### config.mk
export PLATFORM = sky130hd
export DESIGN_NAME = fb_swap_scheduler
export DESIGN_NICKNAME = d
export VERILOG_FILES = /design/src/rtl/fb_pkg.sv /design/src/rtl/fb_clear_counter.sv /design/src/rtl/fb_swap_scheduler.sv
export SDC_FILE = /design/constraint.sdc
export NUM_CORES = 1
export LEC_CHECK = 0
export BUFFER_PORTS_ARGS = -buffer_cell sky130_fd_sc_hd__buf_2
export CAP_MARGIN = 20
export CORE_MARGIN = 2
export CORE_UTILIZATION = 38
export CTS_CLUSTER_DIAMETER = 40
export DETAILED_ROUTE_END_ITERATION = 8
export GPL_ROUTABILITY_DRIVEN = 0
export PLACE_DENSITY_LB_ADDON = 0.3
export SYNTH_ARGS = -nofsm -noshare
export SYNTH_HDL_FRONTEND = slang
export SYNTH_SLANG_ARGS = --single-unit
### constraint.sdc
create_clock -name clk -period 2.3 [get_ports clk]
set_clock_uncertainty 0.1 [all_clocks]
set_input_delay 0.115 -clock clk [delete_from_list [all_inputs] [get_ports clk]]
set_output_delay 0.115 -clock clk [all_outputs]
set_load 0.005 [all_outputs]
### src/rtl/fb_pkg.sv
// Shared types and constants for the triple-buffered framebuffer scheduler.
package fb_pkg;

    typedef logic [1:0] bank_idx_t;

    typedef enum logic {
        CLEAR = 1'b0,
        WAIT  = 1'b1
    } sched_state_t;

    localparam int FB_PIXELS = 307200;
    localparam int FB_AW     = 19;

    localparam bank_idx_t RST_DISP = 2'd0;
    localparam bank_idx_t RST_DRAW = 2'd1;
    localparam bank_idx_t RST_CLR  = 2'd2;

endpackage

### src/rtl/fb_clear_counter.sv
// Clear-engine address counter: counts 0..PIXELS-1 while enabled, flags the last address.
module fb_clear_counter
    import fb_pkg::*;
#(
    parameter int PIXELS = FB_PIXELS,
    parameter int AW     = FB_AW
) (
    input  logic          clk,
    input  logic          rst,
    input  logic          start,
    input  logic          en,
    output logic [AW-1:0] addr,
    output logic          last
);

    localparam logic [AW-1:0] LAST_ADDR = AW'(PIXELS - 1);

    // The owner restarts the count on the terminal address, so it never wraps past PIXELS-1.
    always_ff @(posedge clk) begin
        if (!rst || start) begin
            addr <= '0;
        end else if (en) begin
            addr <= addr + 1'b1;
        end
    end

    assign last = (addr == LAST_ADDR);

endmodule

### src/rtl/fb_swap_scheduler.sv
// Triple-buffer role scheduler: rotates display/draw/clear banks at frame end once
// drawing is done and the clear bank is fully cleared; drives the clear engine.
module fb_swap_scheduler
    import fb_pkg::*;
#(
    parameter int              PIXELS      = FB_PIXELS,
    parameter int              AW          = FB_AW,
    parameter int              CW          = 4,
    parameter logic [CW-1:0]   CLEAR_COLOR = '0
) (
    input  logic          clk,
    input  logic          rst,
    input  logic          eof,
    input  logic          draw_done,
    output logic [1:0]    disp_sel,
    output logic [1:0]    draw_sel,
    output logic [1:0]    clr_sel,
    output logic [AW-1:0] clr_addr,
    output logic          clr_we,
    output logic [CW-1:0] clr_data,
    output logic          draw_ready,
    output logic          swap,
    output logic [15:0]   stall_cnt
);

    sched_state_t state;
    logic         done_latch;
    logic         done_next;
    logic         swap_now;
    logic         clr_last;
    logic         clr_start;

    assign swap_now  = (state == WAIT) && eof && done_latch;
    assign clr_start = swap_now || ((state == CLEAR) && clr_last);
    // A swap clears the latch even if draw_done arrives in the same cycle.
    assign done_next = swap_now ? 1'b0 : (draw_done ? 1'b1 : done_latch);

    assign clr_data = CLEAR_COLOR;

    fb_clear_counter #(
        .PIXELS (PIXELS),
        .AW     (AW)
    ) u_clear_counter (
        .clk   (clk),
        .rst   (rst),
        .start (clr_start),
        .en    (state == CLEAR),
        .addr  (clr_addr),
        .last  (clr_last)
    );

    always_ff @(posedge clk) begin
        if (!rst) begin
            state      <= CLEAR;
            clr_we     <= 1'b1;
            disp_sel   <= RST_DISP;
            draw_sel   <= RST_DRAW;
            clr_sel    <= RST_CLR;
            done_latch <= 1'b0;
            draw_ready <= 1'b1;
            swap       <= 1'b0;
            stall_cnt  <= '0;
        end else begin
            swap       <= swap_now;
            done_latch <= done_next;
            draw_ready <= ~done_next;

            case (state)
                CLEAR: begin
                    if (clr_last) begin
                        state  <= WAIT;
                        clr_we <= 1'b0;
                    end
                end
                WAIT: begin
                    if (swap_now) begin
                        disp_sel <= draw_sel;
                        draw_sel <= clr_sel;
                        clr_sel  <= disp_sel;
                        state    <= CLEAR;
                        clr_we   <= 1'b1;
                    end
                end
                default: begin
                    state  <= CLEAR;
                    clr_we <= 1'b1;
                end
            endcase

            if (eof && !swap_now && (stall_cnt != 16'hFFFF)) begin
                stall_cnt <= stall_cnt + 16'd1;
            end
        end
    end

endmodule

==> out/qor.csv, run 1 <==
metric;value;unit
Gate power share;4.1;%
final setup fails;0;
leading cell type in the layout, fill and taps excluded;buf_2;
hold buffer count at CTS;1;
Area growth, synth to finish;20.6;%
Post-synth EDFFs;0;
Max-Cap Viols;0;
post-CTS setup buffer count;0;
slew margin rel.;63.0;%
VDD IR max;0.311;mV
DRC marker count from the first detailed-route iteration;43;
CTS root buffer;clkbuf_8;
WL final;4.38;mm
die height;78.0;um
top achievable clock speed;0.488;GHz
average size of a mapped cell;9.05;um2
RSZ-0062 raised after global routing;no;
CP max FO;16;
Power Internal;1180;uW
Cells after Synth;230;
CTS H-tree depth;2;
Seq/Total Area, Yosys;44.2;%
final core utilization;48.2;%
DIE AREA;0.00609;mm2
pins over their slew limit;0;
status;finished, final reports clean;
Unique masters post-synth;43;
vias in the first global route;1588;
initial antenna violation count;0;
share of layout cells above drive strength 1;23.0;%
Flop pwr share;55.0;%
number of CTS-inserted buffers;5;
largest net degree at the start of global routing;19;
ys flop type;dfxtp_1;
worst slew pin tran;550;ps
Clock Path Buffers;2;
initial core utilization;40.0;%
Crit path required time;2370;ps
GRT Total Usage;15.4;%
Area after DPL;0.00239;mm2
period utilization;89.1;%
Diodes inserted;0;
setup TNS;0;ps
Final ANT Viol Nets;0;
grt total ovfl;0;
clk sink count;46;
Crit Path Class;register to register;
drt pass-1 iters;5;
IO Port Bufs;47;
Row Count;26;
Fill cells;522;
Die Wd;78.0;um
yosys warns;0;
most frequent cells in the layout;buf_2 (47), dfxtp_1 (46), nor2_1 (24);
post-CTS resize count;0;
flops & latches, synth;46;
first-pass GRT wire length;7.51;mm
Routed wire per std cell;12.5;um
Final Cell Area;0.00251;mm2
final hold viol count;0;
power per cell area;594;mW/mm2
final critical-path required period;2050;ps
io pins;52;
Residual DRC;0;
Static Leak;0.00103;uW
Vias/cell;5.09;
CP Launch Type;register;
Cell Area, Synth;0.00208;mm2
clock slew at reported path FFs;90;ps
Post-synth ARST share;0;%
Net Switching;312;uW
nets@finish;288;
later-pin clock latency in the skew report;290;ps
Sw Ratio;20.9;%
area of the core;0.00520;mm2
clock network power share;41.0;%
CTS tree;yes;
via total after detailed routing;1793;
Min-Delay Path Class;input port to register;
detailed placement HPWL;3.22;mm
signal arrival time at the worst endpoint;2120;ps
CP endpoint kind;register;
## layout make-up
type | count | area [um2] | share of cell area [%]
Multi-Input combinational cell | 167 | 1070 | 42.7
Sequential cell | 46 | 921 | 36.7
Timing Repair Buffer | 53 | 283 | 11.3
Tap cell | 70 | 87.6 | 3.49
Clock buffer | 6 | 82.6 | 3.29
Inverter | 9 | 33.8 | 1.35
Clock inverter | 1 | 30.0 | 1.20
## cell usage after synthesis (2+ instances only)
cell type | number | area [um2]
o22a_1 | 2 | 17.5
mux2i_1 | 8 | 80.1
o21ai_0 | 7 | 35.0
ha_1 | 2 | 25.0
or4_1 | 3 | 22.5
xor2_1 | 5 | 43.8
o31ai_1 | 4 | 30.0
o311ai_0 | 2 | 17.5
buf_4 | 4 | 30.0
nand2_1 | 17 | 63.8
xnor2_1 | 10 | 87.6
a21oi_1 | 10 | 50.1
buf_2 | 2 | 10.0
inv_1 | 8 | 30.0
nor2_1 | 24 | 90.1
nand2b_1 | 5 | 31.3
o211ai_1 | 2 | 15.0
nand4_1 | 9 | 56.3
dfxtp_1 | 46 | 921
o41ai_1 | 2 | 17.5
a22o_1 | 4 | 35.0
or3_1 | 5 | 31.3
nor3_1 | 8 | 40.0
nand3_1 | 9 | 45.0
nor4_1 | 8 | 50.1
clkbuf_1 | 4 | 15.0
and4_1 | 3 | 26.3
nand4_2 | 2 | 25.0
## path summary, 6_finish.rpt
check / startpoint / end / slack (ps) / depth (start not counted)
worst max-delay path: u_clear_counter.addr[0] / u_clear_counter.addr[8] / 250 / 5
worst min-delay path: rst / stall_cnt[12] / 110 / 2
worst max register to register: u_clear_counter.addr[0] / u_clear_counter.addr[8] / 250 / 5
worst min register to register: stall_cnt[15] / stall_cnt[15] / 390 / 2
## state kept, by name (all words and copies together), names as in the netlist
| signal | flops |
|---|---|
| u_clear_counter.addr | 19 |
| done_latch | 1 |
| clr_we | 1 |
| clr_sel | 2 |
| draw_ready | 1 |
| disp_sel | 2 |
| draw_sel | 2 |
| swap | 1 |
| stall_cnt | 16 |
| state | 1 |
## cell families (layout without fill, tap and decap cells)
logic type      Yosys count  after routing  synth area share, %
compound gates           38             38                 13.0
xor+xnor                 15             15                 6.31
fa+ha+maj                 2              2                 1.20
buf+inv                  20             69                 4.81
flops                    46             46                 44.2
mux                       8              8                 3.85
other cells               1              4                0.180
simple gates            100            100                 26.4
## power groups by stage
stage          logic, uW  clock network [uW]  registers, uW
2_1_floorplan       43.8                   0            837
3_3_place_gp        59.3                   0            837
3_5_place_dp        60.2                   0            838
4_1_cts             61.8                 629            819
5_1_grt             69.5                 659            822
6_report            60.5                 610            819
## critical path, stage by stage (launching register included)
cell      delay (ps)
dfxtp_1          390
ha_1             250
nand3b_4         110
or4_4            560
o21ai_4          400
nor2_1           110
## metrics by stage
| stage | instances | hold slack, ps | worst slack (ps) | total power (uW) |
|---|---|---|---|---|
| floorplan | 233 | 169 | 333 | 881 |
| global placement | 344 | 277 | 333 | 897 |
| detailed placement | 344 | 279 | 249 | 898 |
| CTS | 352 | 106 | 244 | 1510 |
| global route | 352 | 125 | 137 | 1550 |
| finish | 352 | 110 | 251 | 1490 |
## routing by layer
layer  track usage (%)  up-vias  share of wire [%]
met1              20.1      834                 49
met5                 0        -                  0
met2              24.7       31                 47
met4              6.32        0               0.55
li1                  -      926                  -
met3              3.33        2                4.2
Power figures use the tool's default switching activity.
==> run 2, diff against run 1 <==
- ABC_AREA: unset -> 1
==> run 2 against run 1 <==
Net effect:
- sequential power about the same
- critical endpoint is now u_clear_counter.addr[18]
- synthesized cell count increased by 38%
- via count increased by 17%
- register-to-register slack improved by 310 ps
- largest cell class unchanged
==> out/qor.csv, run 2 <==
metric;value;unit
top post-synthesis cells by count;nand2_1 (75), dfxtp_1 (46), nor2_1 (40), inv_1 (36), nand2_2 (15);
nets@finish;376;
Min-Delay Path Class;input port to register;
ys flop type;dfxtp_1;
final hold viol count;0;
Top reg by flops;u_clear_counter.addr;
Unique masters post-synth;32;
count leader, synth;nand2_1;
leading cell type in the layout, fill and taps excluded;nand2_1;
Area growth, synth to finish;17.1;%
share of layout cells above drive strength 1;25.6;%
DRC marker count from the first detailed-route iteration;81;
Seq/Total Area, Yosys;39.8;%
DIE AREA;0.00672;mm2
Static Leak;0.00114;uW
Vias/cell;4.69;
largest family of logic cells by synthesized area;simple AND/OR/NAND/NOR gates;
detailed placement HPWL;3.84;mm
Routed wire per std cell;11.1;um
top achievable clock speed;0.575;GHz
hold buffer count at CTS;1;
max reg flops;19;
Final Cell Area;0.00271;mm2
grt met2 use;25.1;%
Crit path required time;2360;ps
WHS;11.6;ps
mux share of post-synthesis cell area;0;%
CP Launch Type;register;
initial core utilization;39.3;%
largest net degree at the start of global routing;19;
grt total ovfl;0;
GRT met1 Usage;21.3;%
period utilization;75.6;%
flops & latches, synth;46;
post-CTS resize count;0;
Adder-Cell Fraction of Synth Area;1.08;%
IO Port Bufs;47;
Clock Path Buffers;2;
Die Wd;82.0;um
GRT Total Usage;15.6;%
drt pass-1 iters;4;
first-pass GRT wire length;8.25;mm
Synth Area in XOR/XNOR;5.68;%
Cell Area, Synth;0.00231;mm2
CTS H-tree depth;2;
Area after DPL;0.00261;mm2
power per cell area;508;mW/mm2
top flop regs;u_clear_counter.addr: 19 flops, stall_cnt: 16 flops;
Diodes inserted;0;
later-pin clock latency in the skew report;300;ps
Post-Synth Simple-Gate Area;33.3;%
Compound-Gate Fraction of Synth Area;10.8;%
final setup fails;0;
initial antenna violation count;0;
CP endpoint kind;register;
Final ANT Viol Nets;0;
die height;82.0;um
pins over their slew limit;0;
area of the core;0.00589;mm2
yosys warns;0;
Max-Cap Viols;0;
Row Count;28;
global route hottest layer;met2;
met3 Use GR;2.64;%
VDD IR max;0.258;mV
CP max FO;18;
via total after detailed routing;2093;
status;finished, final reports clean;
average size of a mapped cell;7.29;um2
setup TNS;0;ps
final critical-path required period;1740;ps
Tot Pwr;1370;uW
Crit Path Class;register to register;
clk sink count;46;
Residual DRC;0;
io pins;52;
Post-synth ARST share;0;%
Cells after Synth;317;
most frequent cells in the layout;nand2_1 (75), buf_2 (47), dfxtp_1 (46);
clock slew at reported path FFs;80;ps
RSZ-0062 raised after global routing;no;
Cells after DPL;437;
Yosys top cell area share;39.8;%
leading area contributor after synthesis;dfxtp_1;
number of CTS-inserted buffers;5;
CTS tree;yes;
Post-synth EDFFs;0;
vias in the first global route;1886;
WL final;4.93;mm
CTS root buffer;clkbuf_8;
signal arrival time at the worst endpoint;1800;ps
post-CTS setup buffer count;0;
Non-Filler Instances;446;
ranking of synthesized cells by area;dfxtp_1 (40%), nand2_1 (12%), nor2_1 (6.5%);
[run 2: changes by cell type after synthesis, sizes merged, moves of 4 or more]
cell / change
a21oi: +11
a22o: -4
inv: +30
mux2i: -8
nand2: +73
nand2b: -5
nor2: +21
nor4: -8
o22ai: +5
o31ai: -4
or3: -5
or4: -4
[run 2: worst paths after layout]
check | startpoint | endpoint | slack [ps] | depth (start not counted)
setup / recovery | u_clear_counter.addr[0] | u_clear_counter.addr[18] | 560 | 6
hold / removal | rst | stall_cnt[10] | 10 | 3
setup reg to reg | u_clear_counter.addr[0] | u_clear_counter.addr[18] | 560 | 6
hold reg to reg | clr_we | clr_we | 360 | 2
[run 2: cell type report]
| class | instances | area [um2] |
|---|---|---|
| fill | 621 | 3180 |
| timing repair buffer | 51 | 268 |
| multi-input combinational | 227 | 1190 |
| tap | 75 | 93.8 |
| inverter | 39 | 146 |
| sequential | 46 | 921 |
| clock inverter | 2 | 13.8 |
| clock buffer | 6 | 72.6 |
[run 2: power breakdown]
group | switching [uW] | internal (uW)
logic | 44.6 | 25.3
clock network | 271 | 215
registers | 11.8 | 806
total | 327 | 1050
[run 2: worst max-delay path, stage by stage (launching register included)]
cell,delay [ps]
dfxtp_1,400
ha_1,220
nand3_2,150
nor2_4,220
nand4_2,150
nand2_2,310
a21oi_1,80
[run 2: cell families (layout without fill, tap and decap cells)]
group,Yosys count,in the layout
compound gates,39,39
xor+xnor,15,15
flops,46,46
simple gates,167,167
fa+ha+maj,2,2
other cells,1,4
buf+inv,47,98
[run 2: through the flow]
step / util, % / setup slack, ps
floorplan: - / 648
global placement: 44.3 / 662
detailed placement: 44.3 / 544
CTS: 46.0 / 538
global route: 46.0 / 398
finish: 46.0 / 561
[run 2: per-layer routing]
metal,share of wire [%],vias to the layer above
li1,-,1101
met2,45,42
met1,50,946
met5,0,-
met3,3.6,4
met4,1.1,0
